## src/rtl/bin2bcd_display_feeder.sv

```systemverilog
// Bus-slave binary->BCD converter (serial double-dabble) feeding a hex-display register; BCD_SATURATE_EN clamps overflow to 999999.
// Latency: display write pulses 20 edges after the accepting write; writes while busy are dropped and flagged in sticky drop.
module bin2bcd_display_feeder #(
  parameter int BIN_W = 20
) (
  input  logic        clk,
  input  logic        rst,
  input  logic        chipSelect,
  input  logic        write,
  input  logic        read,
  input  logic [31:0] writeData,
  output logic [31:0] readData,
  output logic        dispChipSelect,
  output logic        dispWrite,
  output logic [31:0] dispWriteData,
  output logic        busy
);

  localparam int ACC_W = 28;

  typedef enum logic [1:0] {IDLE, SHIFT, PUSH} state_t;

  state_t             state, state_nxt;
  logic [BIN_W-1:0]   operand;
  logic [ACC_W-1:0]   acc;
  logic [ACC_W-1:0]   acc_adj;
  logic [ACC_W-1:0]   acc_sh;
  logic [4:0]         step;
  logic [23:0]        result;
  logic [23:0]        res_nxt;
  logic               ovf, ovf_nxt, drop;
  logic               wr_req, rd_req, last_step;
  logic               unused_bits;

  assign wr_req      = chipSelect && write;
  assign rd_req      = chipSelect && read && !write;
  assign last_step   = (state == SHIFT) && (step == 5'(BIN_W - 1));
  assign busy        = (state != IDLE);
  assign unused_bits = ^{writeData[31:BIN_W], acc_adj[ACC_W-1]};

  always_ff @(posedge clk or negedge rst) begin
    if (!rst) state <= IDLE;
    else      state <= state_nxt;
  end

  always_comb begin
    state_nxt = state;
    case (state)
      IDLE:    if (wr_req) state_nxt = SHIFT;
      SHIFT:   if (last_step) state_nxt = PUSH;
      PUSH:    state_nxt = IDLE;
      default: state_nxt = IDLE;
    endcase
  end

  // One double-dabble step: correct digits >= 5, then shift the next operand bit in.
  always_comb begin
    acc_adj = acc;
    for (int i = 0; i < ACC_W / 4; i++) begin
      if (acc[4*i +: 4] >= 4'd5) acc_adj[4*i +: 4] = acc[4*i +: 4] + 4'd3;
    end
    acc_sh  = {acc_adj[ACC_W-2:0], operand[BIN_W-1]};
    ovf_nxt = (acc_sh[27:24] != 4'd0);
`ifdef BCD_SATURATE_EN
    res_nxt = ovf_nxt ? 24'h999999 : acc_sh[23:0];
`else
    res_nxt = acc_sh[23:0];
`endif
  end

  always_ff @(posedge clk or negedge rst) begin
    if (!rst) begin
      operand        <= '0;
      acc            <= '0;
      step           <= '0;
      result         <= '0;
      ovf            <= 1'b0;
      drop           <= 1'b0;
      readData       <= '0;
      dispChipSelect <= 1'b0;
      dispWrite      <= 1'b0;
      dispWriteData  <= '0;
    end else begin
      dispChipSelect <= 1'b0;
      dispWrite      <= 1'b0;
      case (state)
        IDLE: begin
          if (wr_req) begin
            operand <= writeData[BIN_W-1:0];
            acc     <= '0;
            step    <= '0;
            ovf     <= 1'b0;
            drop    <= 1'b0;
          end
        end
        SHIFT: begin
          acc     <= acc_sh;
          operand <= operand << 1;
          step    <= step + 5'd1;
          // Final step: the pulse is registered so it occupies exactly the PUSH cycle.
          if (last_step) begin
            result         <= res_nxt;
            ovf            <= ovf_nxt;
            dispWriteData  <= {8'h00, res_nxt};
            dispChipSelect <= 1'b1;
            dispWrite      <= 1'b1;
          end
        end
        default: ;
      endcase
      if (wr_req && state != IDLE) drop <= 1'b1;
      if (rd_req) readData <= {busy, ovf, drop, 5'b0, result};
    end
  end

endmodule

```

## config.mk

```make
export PLATFORM = sky130hd
export DESIGN_NAME = bin2bcd_display_feeder
export DESIGN_NICKNAME = d
export VERILOG_FILES = /design/src/rtl/bin2bcd_display_feeder.sv
export SDC_FILE = /design/constraint.sdc
export NUM_CORES = 1
export LEC_CHECK = 0
export BUFFER_PORTS_ARGS = -buffer_cell sky130_fd_sc_hd__buf_2
export CAP_MARGIN = 15
export CORE_MARGIN = 5
export CORE_UTILIZATION = 49
export CTS_CLUSTER_DIAMETER = 200
export DETAILED_ROUTE_END_ITERATION = 8
export GPL_ROUTABILITY_DRIVEN = 1
export GPL_TIMING_DRIVEN = 1
export PLACE_DENSITY_LB_ADDON = 0.3
export SKIP_LAST_GASP = 1
export SYNTH_ARGS = -nofsm -noshare
export SYNTH_HDL_FRONTEND = slang
export SYNTH_SLANG_ARGS = --single-unit
```

## constraint.sdc

```tcl
create_clock -name clk -period 1.7 [get_ports clk]
set_input_delay 0.085 -clock clk [delete_from_list [all_inputs] [get_ports clk]]
set_output_delay 0.085 -clock clk [all_outputs]
set_load 0.01 [all_outputs]
```

==> qor.yml <==
routing:
  via_count: 3600
  viasPerCell: 5.381
  postRouteAntennaNets: 0
  drtPass1Iterations: 5
  drt_wl_total_um: 10620
  post_drt_wl_per_cell_um: 15.87
  drtIter0Drc: 160
  drc_errors: 0
timing:
  fin_setup_tns_ns: 0
  rsz0062_at_grt: "true"
  slew_headroom_pct: 60.26
  setup_slack_ns: 0.008358
  period_share_pct: 99.51
  worst_pin_slew_ns: 0.5960
  timing.fmax_ghz: 0.5911
  whs_ns: 0.01717
  finalHoldViolCount: 0
  slew_viol_final: 0
  min_period_ns: 1.692
  setup-violations-final: 0
  fin_skew_ns: 0.01272
synthesis:
  synth_cell_type_count: 37
  synth_compound_area_share_pct: 13.74
  yosysWarnings: 0
  synth_top_family_by_area: "compound AO/OA/AOI/OAI gates"
  yosysSeqAreaShare_pct: 55.36
  synth_seq_cells: 109
  synthMuxAreaShare_pct: 9.878
  synth-simple-area-share_pct: 8.050
  synth_area_um2: 4927
  synthCells: 424
  synthAdderAreaFrac_pct: 3.809
  avgSynthCellArea_um2: 11.62
  synthXorXnorAreaFrac_pct: 1.778
power:
  p_comb_share_pct: 45.8
  power_switching_mw: 4.333
  pwr-share-clk_pct: 13.9
  p_leak_nw: 3.042
  ir_worst_vdd_mv: 0.6938
  seqPwrFrac_pct: 40.3
  intPower_mw: 6.967
  powerDensity_nw_per_um2: 1881
  total_power_mw: 11.30
  swShare_pct: 38.35
global_routing:
  grt_pass1_vias: 3773
  overflow: 0
  grt_max_degree: 43
  antenna_found_initial: 0
  track_usage_pct: 19.03
  grt_pass1_wl_um: 17820
setup_path:
  crit_arrival_ns: 1.96
  rr_endpoint: "ovf$_DFFE_PN0P_"
  r2r-start: "step[0]$_DFFE_PN0P_"
  startpoint_type: "flop"
  worstSetupEndpointType: "flop"
  startpoint: "step[0]$_DFFE_PN0P_"
  cp_max_fo: 15
  crit_type: "reg2reg"
  reg2reg_depth: 6
  path_cells: "ha_2 > nand3_2 > or4_4 > clkinv_8 > nand4b_1 > o31a_1"
  r2r_setup_slack_ns: 0.008
  cpPeakStageDelay_ns: 0.47
  cpMaxStageDelayCell: "or4_4"
  endpoint: "ovf$_DFFE_PN0P_"
  cp.required_ns: 1.97
cts:
  cts_made_buffers: 9
  worstSkewPairLatency_ns: 0.37
  clk_pin_slew_ns: 0.10
  clk_path_buf_depth: 2
  cts_tree: "yes"
  cts.htree.levels: 3
  root_buffer: "clkbuf_8"
  cts.sinks: 109
placed_design:
  dp_slack_ns: 0.007588
  dp_hpwl_um: 7033
  io_buffers: 78
  place_congestion: 0.8376
die:
  die_h_um: 110.3
  fp.dieW_um: 110.3
  core_um2: 9774
  pin_count: 104
  dieArea_um2: 12160
  rows: 36
  initial_core_util_pct: 50.41
layout:
  nNetsFinal: 584
  final_cell_mix: "dfrtp_1, buf_2, inv_1"
  final_common_cell: "dfrtp_1"
  drive_gt1_share_pct: 30.97
  area_delta_synth_final_pct: 21.94
  n_antenna_cell: 0
hold_path:
  hp-class: "in2reg"
status:
  status: "finished, final reports clean"
flow_run:
  drv_cap: 0
per-layer routing:
metal  up-vias  track usage (%)  routed length (µm)
li1       1689                -                   -
met1      1814            22.48                4433
met2        83            33.93                5472
met3        14            3.669                 506
met4         0            7.828                 203
met5         -                0                   0
layout make-up:
class                           instances  area [µm²]
Inverter                               33       136.4
Fill cell                             817        3766
Clock inverter                          3       46.29
Timing Repair Buffer                  121       833.3
Multi-Input combinational cell        258        1953
Tap cell                              133       166.4
Sequential cell                       109        2728
Clock buffer                           12       145.1
kinds of logic (layout without fill, tap and decap cells):
group                      after synthesis  count (layout)
AOI/OAI and AO/OA                       98              98
xor gates and xnor gates                10              10
adders and majority gates               15              15
buffers and inverters                   69             169
DFF                                    109             109
muxes                                   44              44
other                                    1              13
and+or+nand+nor                         78              78
critical path: cells and delay by family (launching register included):
kind            cells  cell delay (ns)
simple gates        3             0.65
flops               1             0.37
compound gates      1             0.24
fa+ha+maj           1             0.19
buf+inv             1             0.13
cells in the mapped netlist (all sizes together):
| master | instances | area (µm²) |
|---|---|---|
| o22ai | 6 | 37.54 |
| a21oi | 21 | 105.1 |
| nand2 | 31 | 116.4 |
| ha | 15 | 187.7 |
| nand3b | 1 | 7.510 |
| mux2i | 7 | 70.07 |
| nor3 | 4 | 20.02 |
| a222oi | 14 | 140.1 |
| or3b | 1 | 8.760 |
| xnor2 | 10 | 87.58 |
| or4 | 1 | 11.26 |
| clkbuf | 11 | 41.29 |
| o31a | 1 | 8.760 |
| inv | 32 | 120.1 |
| a22o | 16 | 140.1 |
| a32o | 5 | 50.05 |
| o31ai | 5 | 37.54 |
| buf | 25 | 182.7 |
| dfrtp | 109 | 2728 |
| nor2 | 13 | 48.80 |
| nand2b | 8 | 50.05 |
| nand4b | 1 | 8.760 |
| and3 | 1 | 6.260 |
| a31oi | 6 | 37.54 |
| conb | 1 | 3.750 |
| mux2 | 37 | 416.6 |
| or2 | 1 | 6.260 |
| clkinv | 1 | 16.27 |
| o21ai | 24 | 120.1 |
| nor3b | 12 | 90.09 |
| nand3 | 2 | 10.01 |
| nor2b | 1 | 6.260 |
| nor4 | 1 | 6.260 |
per-stage QoR:
stage / util, % / instances / instance area [µm²]
global placement: 56.73 / 630 / 5545
detailed placement: 56.73 / 630 / 5545
global route: 61.47 / 669 / 6008
finish: 61.47 / 669 / 6008
CTS: 61.10 / 669 / 5972
floorplan: - / 436 / 5002
repair_timing:
item / CTS / global route
endpoints found under the setup margin: 2 / 25
resized for setup: 0 / 12
hold endpoints to repair: 60 / 0
setup buffers: 2 / 0
pin swaps: 0 / 1
hold buffers: 22 / 0
state kept, by name, summed over array words and instances (netlist names):
register / count
acc: 28
readData: 27
result: 24
operand: 20
step: 5
state: 2
dispWrite: 1
drop: 1
ovf: 1
power by group through the flow:
stage | sequential (mW) | combinational [mW] | clock, mW
detailed placement | 4.58 | 5.05 | 0
floorplan | 4.68 | 3.23 | 0
global placement | 4.52 | 4.85 | 0
global route | 4.72 | 5.78 | 1.72
finish | 4.56 | 5.17 | 1.57
CTS | 4.53 | 5.12 | 1.62
worst min path at each step:
stage / depth (start not counted) / startpoint / end
floorplan: 0 / rst / acc[0]$_DFFE_PN0P_
global placement: 1 / rst / result[9]$_DFFE_PN0P_
detailed placement: 1 / rst / result[9]$_DFFE_PN0P_
CTS: 3 / chipSelect / drop$_DFFE_PN0P_
global route: 3 / chipSelect / drop$_DFFE_PN0P_
finish: 3 / chipSelect / drop$_DFFE_PN0P_
(Power assumes the default switching activity.)
